==> src/rtl/pwm_capture_if.sv <==
// ============================================================================
// pwm_capture_if : PWM input and measurement result bundle for pwm_capture
// Rev 1.0
// ============================================================================
`default_nettype none

interface pwm_capture_if #(
   parameter int CNT_W = 27
) ();
   logic             pwm_in;
   logic             meas_valid;
   logic [CNT_W-1:0] period_cnt;
   logic [CNT_W-1:0] high_cnt;
   logic [6:0]       duty;
   logic             stuck;
   logic             overrun;

   modport master (
      output pwm_in,
      input  meas_valid, period_cnt, high_cnt, duty, stuck, overrun
   );

   modport slave (
      input  pwm_in,
      output meas_valid, period_cnt, high_cnt, duty, stuck, overrun
   );
endinterface

`default_nettype wire

==> src/rtl/pwm_capture.sv <==
// ============================================================================
// pwm_capture : measures PWM period, high time and rounded duty; flags stuck line
// Rev 1.0
// ============================================================================
`default_nettype none

module pwm_capture #(
   parameter int SYS_FREQ   = 125,
   parameter int CNT_W      = 27,
   parameter int TIMEOUT_MS = 100
) (
   input  logic         clk,
   input  logic         reset_n,
   pwm_capture_if.slave bus
);

   localparam int               NW     = CNT_W + 7;
   localparam logic [CNT_W-1:0] TO_CNT = CNT_W'(SYS_FREQ * 1000 * TIMEOUT_MS);

   typedef enum logic [1:0] {
      ST_IDLE = 2'd0,
      ST_MEAS = 2'd1,
      ST_DIV  = 2'd2
   } state_t;

   state_t           r_state;
   state_t           w_state_nxt;

   logic             r_sync1;
   logic             r_sync2;
   logic             r_s_d;
   logic             w_rise;
   logic             w_fall;

   logic [CNT_W-1:0] r_cnt;
   logic             r_armed;
   logic [CNT_W-1:0] r_hi_lat;
   logic [CNT_W-1:0] r_p;
   logic [CNT_W-1:0] r_h;

   logic [NW-1:0]    r_rem;
   logic [NW-1:0]    r_dsh;
   logic [5:0]       r_q;
   logic [2:0]       r_iter;

   logic             r_meas_valid;
   logic [CNT_W-1:0] r_period;
   logic [CNT_W-1:0] r_high;
   logic [6:0]       r_duty;
   logic             r_stuck;
   logic             r_overrun;

   logic             w_timeout;
   logic             w_latch;
   logic             w_step;
   logic             w_done;
   logic             w_drop;
   logic [NW-1:0]    w_n;
   logic             w_ge;
   logic [6:0]       w_q_fin;

   assign w_rise    = r_sync2 & ~r_s_d;
   assign w_fall    = ~r_sync2 & r_s_d;
   // A rise in the same cycle always takes precedence over the timeout.
   assign w_timeout = r_armed && (r_cnt >= TO_CNT) && !w_rise;

   // Rounded dividend: H*100 + P/2, sized so nothing is lost for any CNT_W.
   assign w_n     = (NW'(r_hi_lat) * NW'(100)) + NW'(r_cnt >> 1);
   assign w_ge    = (r_rem >= r_dsh);
   assign w_q_fin = {r_q, w_ge};

   always_ff @(posedge clk) begin
      if (!reset_n) begin
         r_sync1 <= 1'b0;
         r_sync2 <= 1'b0;
         r_s_d   <= 1'b0;
      end else begin
         r_sync1 <= bus.pwm_in;
         r_sync2 <= r_sync1;
         r_s_d   <= r_sync2;
      end
   end

   always_ff @(posedge clk) begin
      if (!reset_n) begin
         r_cnt    <= '0;
         r_armed  <= 1'b1;
         r_hi_lat <= '0;
      end else begin
         if (w_rise) begin
            r_cnt <= CNT_W'(1);
         end else if (r_cnt != {CNT_W{1'b1}}) begin
            r_cnt <= r_cnt + CNT_W'(1);
         end

         if (w_rise) begin
            r_armed <= 1'b1;
         end else if (w_timeout) begin
            r_armed <= 1'b0;
         end

         if (w_fall) begin
            r_hi_lat <= r_cnt;
         end
      end
   end

   always_ff @(posedge clk) begin
      if (!reset_n) begin
         r_state <= ST_IDLE;
      end else begin
         r_state <= w_state_nxt;
      end
   end

   always_comb begin
      w_state_nxt = r_state;
      w_latch     = 1'b0;
      w_step      = 1'b0;
      w_done      = 1'b0;
      w_drop      = 1'b0;
      case (r_state)
         ST_IDLE: begin
            if (w_rise) begin
               w_state_nxt = ST_MEAS;
            end
         end
         ST_MEAS: begin
            if (w_rise) begin
               w_latch     = 1'b1;
               w_state_nxt = ST_DIV;
            end
         end
         ST_DIV: begin
            w_step = 1'b1;
            w_drop = w_rise;
            if (r_iter == 3'd6) begin
               w_done      = 1'b1;
               w_state_nxt = ST_MEAS;
            end
         end
         default: begin
            w_state_nxt = ST_IDLE;
         end
      endcase
      if (w_timeout) begin
         w_state_nxt = ST_IDLE;
         w_latch     = 1'b0;
         w_step      = 1'b0;
         w_done      = 1'b0;
      end
   end

   // Restoring divider: divisor pre-shifted by 6, one quotient bit per cycle.
   always_ff @(posedge clk) begin
      if (!reset_n) begin
         r_p    <= '0;
         r_h    <= '0;
         r_rem  <= '0;
         r_dsh  <= '0;
         r_q    <= '0;
         r_iter <= '0;
      end else if (w_latch) begin
         r_p    <= r_cnt;
         r_h    <= r_hi_lat;
         r_rem  <= w_n;
         r_dsh  <= NW'(r_cnt) << 6;
         r_q    <= '0;
         r_iter <= '0;
      end else if (w_step) begin
         if (w_ge) begin
            r_rem <= r_rem - r_dsh;
         end
         r_dsh  <= r_dsh >> 1;
         r_q    <= {r_q[4:0], w_ge};
         r_iter <= r_iter + 3'd1;
      end
   end

   always_ff @(posedge clk) begin
      if (!reset_n) begin
         r_meas_valid <= 1'b0;
         r_period     <= '0;
         r_high       <= '0;
         r_duty       <= '0;
         r_stuck      <= 1'b0;
         r_overrun    <= 1'b0;
      end else begin
         r_meas_valid <= 1'b0;
         if (w_done) begin
            r_meas_valid <= 1'b1;
            r_period     <= r_p;
            r_high       <= r_h;
            r_duty       <= (w_q_fin > 7'd100) ? 7'd100 : w_q_fin;
            r_stuck      <= 1'b0;
         end else if (w_timeout) begin
            r_meas_valid <= 1'b1;
            r_period     <= '0;
            r_high       <= '0;
            r_duty       <= r_sync2 ? 7'd100 : 7'd0;
            r_stuck      <= 1'b1;
         end
         if (w_drop) begin
            r_overrun <= 1'b1;
         end
      end
   end

   assign bus.meas_valid = r_meas_valid;
   assign bus.period_cnt = r_period;
   assign bus.high_cnt   = r_high;
   assign bus.duty       = r_duty;
   assign bus.stuck      = r_stuck;
   assign bus.overrun    = r_overrun;

endmodule

`default_nettype wire
==> src/flat_wrapper.sv <==
// flat-port wrapper written by rule: the top's interface ports become plain ports
module pwm_capture_flat 
#(
   parameter int SYS_FREQ   = 125,
   parameter int CNT_W      = 27,
   parameter int TIMEOUT_MS = 100
)
  (clk, reset_n, bus_pwm_in, bus_meas_valid, bus_period_cnt, bus_high_cnt, bus_duty, bus_stuck, bus_overrun);
  pwm_capture_if #(.CNT_W(CNT_W)) bus_i ();
  input  logic clk;
  input  logic reset_n;
  input wire logic [$bits(bus_i.pwm_in)-1:0] bus_pwm_in;
  output wire logic [$bits(bus_i.meas_valid)-1:0] bus_meas_valid;
  output wire logic [$bits(bus_i.period_cnt)-1:0] bus_period_cnt;
  output wire logic [$bits(bus_i.high_cnt)-1:0] bus_high_cnt;
  output wire logic [$bits(bus_i.duty)-1:0] bus_duty;
  output wire logic [$bits(bus_i.stuck)-1:0] bus_stuck;
  output wire logic [$bits(bus_i.overrun)-1:0] bus_overrun;
  assign bus_i.pwm_in = bus_pwm_in;
  assign bus_meas_valid = bus_i.meas_valid;
  assign bus_period_cnt = bus_i.period_cnt;
  assign bus_high_cnt = bus_i.high_cnt;
  assign bus_duty = bus_i.duty;
  assign bus_stuck = bus_i.stuck;
  assign bus_overrun = bus_i.overrun;
  pwm_capture #(.SYS_FREQ(SYS_FREQ), .CNT_W(CNT_W), .TIMEOUT_MS(TIMEOUT_MS)) u_core (.clk(clk), .reset_n(reset_n), .bus(bus_i));
endmodule
==> config.mk <==
export PLATFORM = sky130hd
export DESIGN_NAME = pwm_capture_flat
export DESIGN_NICKNAME = d
export VERILOG_FILES = /design/src/rtl/pwm_capture_if.sv /design/src/rtl/pwm_capture.sv /design/src/flat_wrapper.sv
export SDC_FILE = /design/constraint.sdc
export NUM_CORES = 1
export LEC_CHECK = 0
export ABC_AREA = 1
export CAP_MARGIN = 25
export CORE_MARGIN = 1
export CORE_UTILIZATION = 35
export CTS_CLUSTER_SIZE = 12
export DETAILED_ROUTE_END_ITERATION = 10
export DONT_BUFFER_PORTS = 1
export PLACE_DENSITY_LB_ADDON = 0.15
export RECOVER_POWER = 25
export SLEW_MARGIN = 20
export SYNTH_ARGS = -nofsm -noshare
export SYNTH_HDL_FRONTEND = slang
export SYNTH_SLANG_ARGS = --single-unit
==> constraint.sdc <==
create_clock -name clk -period 3.65 [get_ports clk]
set_input_delay 0.5475 -clock clk [delete_from_list [all_inputs] [get_ports clk]]
set_output_delay 0.5475 -clock clk [all_outputs]
set_load 0.01 [all_outputs]
==> run summary, run 1 <==
status - finished with violations
failing checks - capacitance limit, slew limit, setup timing
buffers plus inverters on the worst setup path - 7
Initial Util - 35.4%
core area - 47,600 sq um
Mean Syn Cell Area - 6.84 sq um
hold_ws - 0.0890 ns
initial antenna violation count - 2
share of cells above drive strength 1 - 24.4%
clock slew seen by the registers of the worst setup and hold paths - 0.06 ns
Final Hold Viols - 0
PortBufs - 0
area grow syn2layout - 30.7%
most numerous cell in the Yosys netlist - nand2_1
IO Count - 67
Crit-path slowest cell - fa_1
post-synth top area share - 30.2%
fin. max-slew vios - 41
critical path launch point type - register
P_leak - 10.4 nW
largest cells by area after synthesis - dfxtp_1 30%, nand2_1 13%, ha_1 11%, a21oi_1 8.1%, inv_1 7.8%
CP most frequent cell - nand2_2
FFs w/ async S/R, synth - 0%
clk_lat worst skew - 0.58 ns
Slew headroom - -13.7%
Detail Route Antenna Nets - 0
CP Max Fanout - 4
DR pass1 iterations - 5
storage element area - 5130 sq um
Vias/cell - 5.00
Yosys cell types - 59
most used flip-flop cell after synthesis - dfxtp_1
Worst path top cell family by delay - adder cells
cts bufs inserted - 30
crit path kind - register to register
Layout Nets - 2,855
HPWL after DPL - 43.9 mm
crit-path max cell delay - 0.51 ns
DRC violation count after routing - 0
Worst Tran Pin Value - 1.70 ns
CTS tree - built
Ys Warns - 0
Post-Route WL - 57.4 mm
critical path data required time - 4.14 ns
drt wl/cell - 17.3 um
Seq cells post-synth - 254
area of the multi-input gates - 11,600 sq um
EDFF count, synth - 0
Max Freq - 238 MHz
Net Count, Synth - 2,638
die extent in x - 221 um
maximum buffer depth of the clock tree - 3
clock sinks - 254
H-tree depth - 1
n_diodes - 0
sequential share of the synthesized area - 30.2%
GRT overflow - 0
Tmin final - 4.21 ns
RSZ-0062 raised after global routing - true
final setup fails - 22
Root Buffer - clkbuf_16
largest area contributor in the netlist - dfxtp_1
worst hold path class - input pin to register
first-pass GRT wire length - 90.1 mm
final worst slack - -0.558 ns
Synth top cells by count - 576 x nand2_1, 351 x inv_1, 272 x a21oi_1
Final GP Congestion - 0.941
largest net degree at the start of global routing - 103
Clock Skews - 0.0282 ns
vias in the first global route - 16.3k
Post-Syn Area - 16,800 sq um
VDD IR-drop max - 0.283 mV
Worst Path Arrival - 4.70 ns
1st-iter DRT viols - 1,011
die height - 221 um
die area - 49,000 sq um
Mapped Cells - 2,463
PwrDens - 320 nW/um^2
CP endpoint kind - register
vias - 16.6k
Rows - 80
max cap viols - 1
fillcell total - 4,866
Setup TNS - -9.22 ns
All-Layer GR Usage - 23.2%
post-route clock period utilization - 115%
-- metrics by stage --
stage / power, mW / instances / worst slack [ns] / cell area [sq um] / util, %
6_report: 7.05 / 3318 / -0.558 / 22000 / 46.2
4_1_cts: 7.05 / 3295 / -0.586 / 21100 / 44.3
2_1_floorplan: 3.66 / 2463 / -0.112 / 17200 / -
3_5_place_dp: 4.01 / 3213 / -0.642 / 19300 / 40.5
3_3_place_gp: 4.01 / 3213 / -0.705 / 19300 / 40.5
5_1_grt: 7.36 / 3318 / -0.810 / 22000 / 46.2
-- power by group --
| part | switching (mW) | internal (mW) | total, mW |
|---|---|---|---|
| Sequential | 0.0275 | 2.80 | 2.82 |
| Clock | 1.24 | 1.73 | 2.96 |
| Combinational | 0.771 | 0.492 | 1.26 |
| Total | 2.03 | 5.02 | 7.05 |
-- flip-flops by register name (all words and copies together) (netlist names) --
signal,count
u_core.r_sync2,1
u_core.r_cnt,27
u_core.r_s_d,1
u_core.r_dsh,33
u_core.r_q,6
u_core.r_sync1,1
u_core.r_armed,1
u_core.bus.period_cnt,27
u_core.r_p,27
u_core.bus.meas_valid,1
u_core.r_iter,3
u_core.r_rem,34
u_core.r_h,27
u_core.bus.high_cnt,27
u_core.bus.overrun,1
u_core.bus.duty,7
u_core.r_hi_lat,27
u_core.bus.stuck,1
u_core.r_state,2
-- layout make-up --
cell class | count | share of cell area, %
Clock inverter | 12 | 0.455
Sequential cell | 254 | 23.3
Inverter | 359 | 6.16
Timing Repair Buffer | 262 | 9.71
Multi-Input combinational cell | 1773 | 52.9
Tap cell | 615 | 3.50
Clock buffer | 43 | 3.96
-- layer usage --
metal  GRT usage, %  vias to the layer above  part of all wire (%)  wire [um]
li1               -                     8436                     -          -
met1           33.0                     7721                    49      28300
met2           37.3                      357                    44      25200
met3           2.23                       80                   4.3       2460
met4           6.27                        0                   2.6       1490
met5              0                        -                     0          0
-- kinds of logic (layout without fill, tap and decap cells) --
| kind of cell | count (synthesis) | count (layout) | share of synthesized area [%] |
|---|---|---|---|
| flops | 254 | 254 | 30.2 |
| mux | 2 | 2 | 0.126 |
| fa+ha+maj | 172 | 172 | 13.8 |
| simple gates | 969 | 969 | 24.6 |
| buf+inv | 436 | 676 | 10.2 |
| xor+xnor | 56 | 56 | 2.91 |
| compound gates | 574 | 574 | 18.2 |
-- repair_timing --
action	4_1_cts	5_1_grt
gates resized for setup	170	158
pin swaps	111	98
hold buffers	0	0
hold endpoints to repair	0	0
setup endpoints to repair	24	26
buffers inserted	29	26
-- cells in the final DEF, fill, tap and decap left out, types with 21 or more instances in the layout --
cell and count:
o21ai_1 37, nand3_1 67, ha_4 42, buf_6 30, nor2_2 22, nand2_1 506
nor2_1 177, a21oi_1 234, a31oi_1 22, dfxtp_1 238, o21ai_0 174, inv_1 316
fa_1 23, ha_1 104, nand2_2 64, clkbuf_16 31, buf_4 226, nand2_4 23
nand4_1 21, xor2_1 29, a21oi_2 31, inv_2 39
-- path summary, 6_finish.rpt --
check	end	slack [ns]	depth (start not counted)	start
worst min-delay path	u_core.r_sync1	0.09	2	bus_pwm_in
worst min register to register	u_core.r_sync2	0.42	2	u_core.r_sync1
worst max register to register	u_core.r_rem[29]	-0.56	29	u_core.r_hi_lat[12]
worst max-delay path	u_core.r_rem[29]	-0.56	29	u_core.r_hi_lat[12]
Power figures use the tool's default switching activity.
==> inputs of run 2 (changes only) <==
Settings changed: SKIP_CTS_REPAIR_TIMING from default to 1.
==> run summary, run 2 (same netlist as run 1, synthesis figures left out) <==
Most flops, register - u_core.r_rem
Slew headroom - -16.5% (-2.8 points)
switching share of power - 28.7% (-0.13 points)
R2R cell count - 29 (unchanged)
status - finished with violations
RSZ-0062 raised after global routing - true
Clock power frac - 42.1% (about the same)
Worst Tran Pin Value - 1.75 ns (+0.0421 ns)
drt wl/cell - 17.3 um (about the same)
Rows - 80 (unchanged)
CTS tree - built
Gate power share - 17.7% (-0.2 points)
number of flip-flops in the largest register - 34 (unchanged)
Initial Util - 35.4% (unchanged)
PwrDens - 325 nW/um^2 (+1.4%)
GRT met1 Usage - 32.6% (-0.38 points)
most frequent cells in the layout - 507 x nand2_1, 321 x inv_1, 243 x a21oi_1
post-route clock period utilization - 118% (+2.7 points)
CP Max Fanout - 4 (unchanged)
share of cells above drive strength 1 - 22.9% (-1.5 points)
reg2reg setup slack - -0.66 ns (-0.10 ns)
final std cell area, no fill - 21,600 sq um (-1.7%)
CP endpoint kind - register
Crit-path slowest cell - fa_1
core area - 47,600 sq um (unchanged)
Non-Filler Instances - 3,307 (-0.33%)
Max Freq - 232 MHz (-2.3%)
largest net degree at the start of global routing - 103 (unchanged)
All-Layer GR Usage - 22.8% (-0.41 points)
HPWL after DPL - 43.9 mm (unchanged)
Setup TNS - -10.06 ns (-0.831 ns)
VDD IR-drop max - 0.284 mV (+0.54%)
Final GP Congestion - 0.941 (unchanged)
crit-path max cell delay - 0.51 ns (about the same)
met3 GRT Util - 2.43% (+0.20 points)
Detail Route Antenna Nets - 0 (unchanged)
vias - 16.6k (-0.16%)
grt peak-use layer - met2
Tmin final - 4.31 ns (+0.0988 ns)
share of power burned in registers - 40.2% (about the same)
buffers plus inverters on the worst setup path - 7 (unchanged)
die area - 49,000 sq um (unchanged)
Post-Route WL - 57.3 mm (-0.25%)
critical path launch point type - register
first-pass GRT wire length - 88.4 mm (-1.9%)
Crit Reg-Reg Endpoint - u_core.r_rem[33]
die height - 221 um (unchanged)
Area after DPL - 19,300 sq um (unchanged)
Critical R2R Launch - u_core.r_hi_lat[13]
commonest non-fill, non-tap cell in the layout - nand2_1
failing checks - capacitance limit, slew limit, setup timing
worst hold path class - input pin to register
initial antenna violation count - 1 (-1)
Worst Path Arrival - 4.80 ns (+0.10 ns)
Layout Nets - 2,842 (-0.46%)
Top Registers - u_core.r_rem (34), u_core.r_dsh (33)
P_leak - 10.2 nW (-1.5%)
sw power - 2.02 mW (-0.76%)
DR pass1 iterations - 5 (unchanged)
Vias/cell - 5.01 (+0.17%)
fin. max-slew vios - 41 (unchanged)
PortBufs - 0 (unchanged)
internal power - 5.01 mW (-0.13%)
CP most frequent cell - nand2_2
hold path start - bus_pwm_in
vias in the first global route - 15.9k (-2.3%)
Final Hold Viols - 0 (unchanged)
IO Count - 67 (unchanged)
cts bufs inserted - 30 (unchanged)
max cap viols - 1 (unchanged)
DRC violation count after routing - 0 (unchanged)
final setup fails - 22 (unchanged)
Worst Hold Path EP - u_core.r_sync1
clk_lat worst skew - 0.58 ns (about the same)
crit path kind - register to register
Clock Skews - 0.0274 ns (-0.000722 ns)
met2 GRT Util - 36.3% (-1.0 points)
Worst path top cell family by delay - adder cells
worst hold path depth - 2 (unchanged)
die extent in x - 221 um (unchanged)
GRT overflow - 0 (unchanged)
clock slew seen by the registers of the worst setup and hold paths - 0.06 ns (about the same)
1st-iter DRT viols - 1,045 (+3.4%)
area grow syn2layout - 28.4%
Placed Cells - 3,213 (unchanged)
Root Buffer - clkbuf_16
final worst slack - -0.656 ns (-0.0988 ns)
maximum buffer depth of the clock tree - 3 (unchanged)
clock sinks - 254 (unchanged)
H-tree depth - 1 (unchanged)
critical path data required time - 4.14 ns (about the same)
## run 2: cell count changes in the layout (fill, tap and decap cells not counted), moves of 3 or more
cell,before,now
nor2_4,14,17
inv_1,316,321
nor2_2,22,19
nand2_4,23,18
buf_6,30,17
a21oi_4,10,6
inv_2,39,33
o21ai_2,13,7
nand2_2,64,67
a21oi_2,31,26
ha_2,2,5
o21ai_0,174,180
ha_4,42,39
a21oi_1,234,243
## run 2: power groups by stage
stage / clock (mW) / sequential (mW) / combinational, mW
after detailed placement: 0 / 2.89 / 1.12
final: 2.96 / 2.82 / 1.25
after global routing: 3.14 / 2.83 / 1.38
after global placement: 0 / 2.89 / 1.12
after floorplan: 0 / 2.88 / 0.779
after CTS: 3.03 / 2.83 / 1.13
## run 2: how the worst max path moves through the flow
stage,from,endpoint,depth (start not counted)
2_1_floorplan,u_core.r_hi_lat[5],u_core.r_rem[26],21
3_3_place_gp,u_core.r_hi_lat[11],u_core.r_rem[25],24
3_5_place_dp,u_core.r_hi_lat[10],u_core.r_rem[31],28
4_1_cts,u_core.r_hi_lat[11],u_core.r_rem[25],23
5_1_grt,u_core.r_hi_lat[6],u_core.r_rem[33],27
6_report,u_core.r_hi_lat[13],u_core.r_rem[33],29
## run 2: cell type report
type	count	area [sq um]
Antenna cell	2	5.00
Clock buffer	43	871
Clock inverter	12	100
Fill cell	4939	26000
Inverter	359	1360
Multi-Input combinational cell	1773	11400
Sequential cell	254	5130
Tap cell	615	769
Timing Repair Buffer	249	1980
## run 2: layer usage
metal | vias up | share of wire (%)
met1 | 7706 | 49
met3 | 71 | 4.7
li1 | 8417 | -
met5 | - | 0
met2 | 373 | 44
met4 | 0 | 2.5
## run 2: per-stage QoR
stage               setup slack, ns  power (mW)  hold slack, ns  util (%)
global placement             -0.705        4.01           0.396      40.5
finish                       -0.656        7.03          0.0900      45.4
global route                 -0.891        7.34          0.0756      45.4
floorplan                    -0.112        3.66           0.390         -
CTS                          -0.720        6.99          0.0699      42.5
detailed placement           -0.642        4.01           0.406      40.5
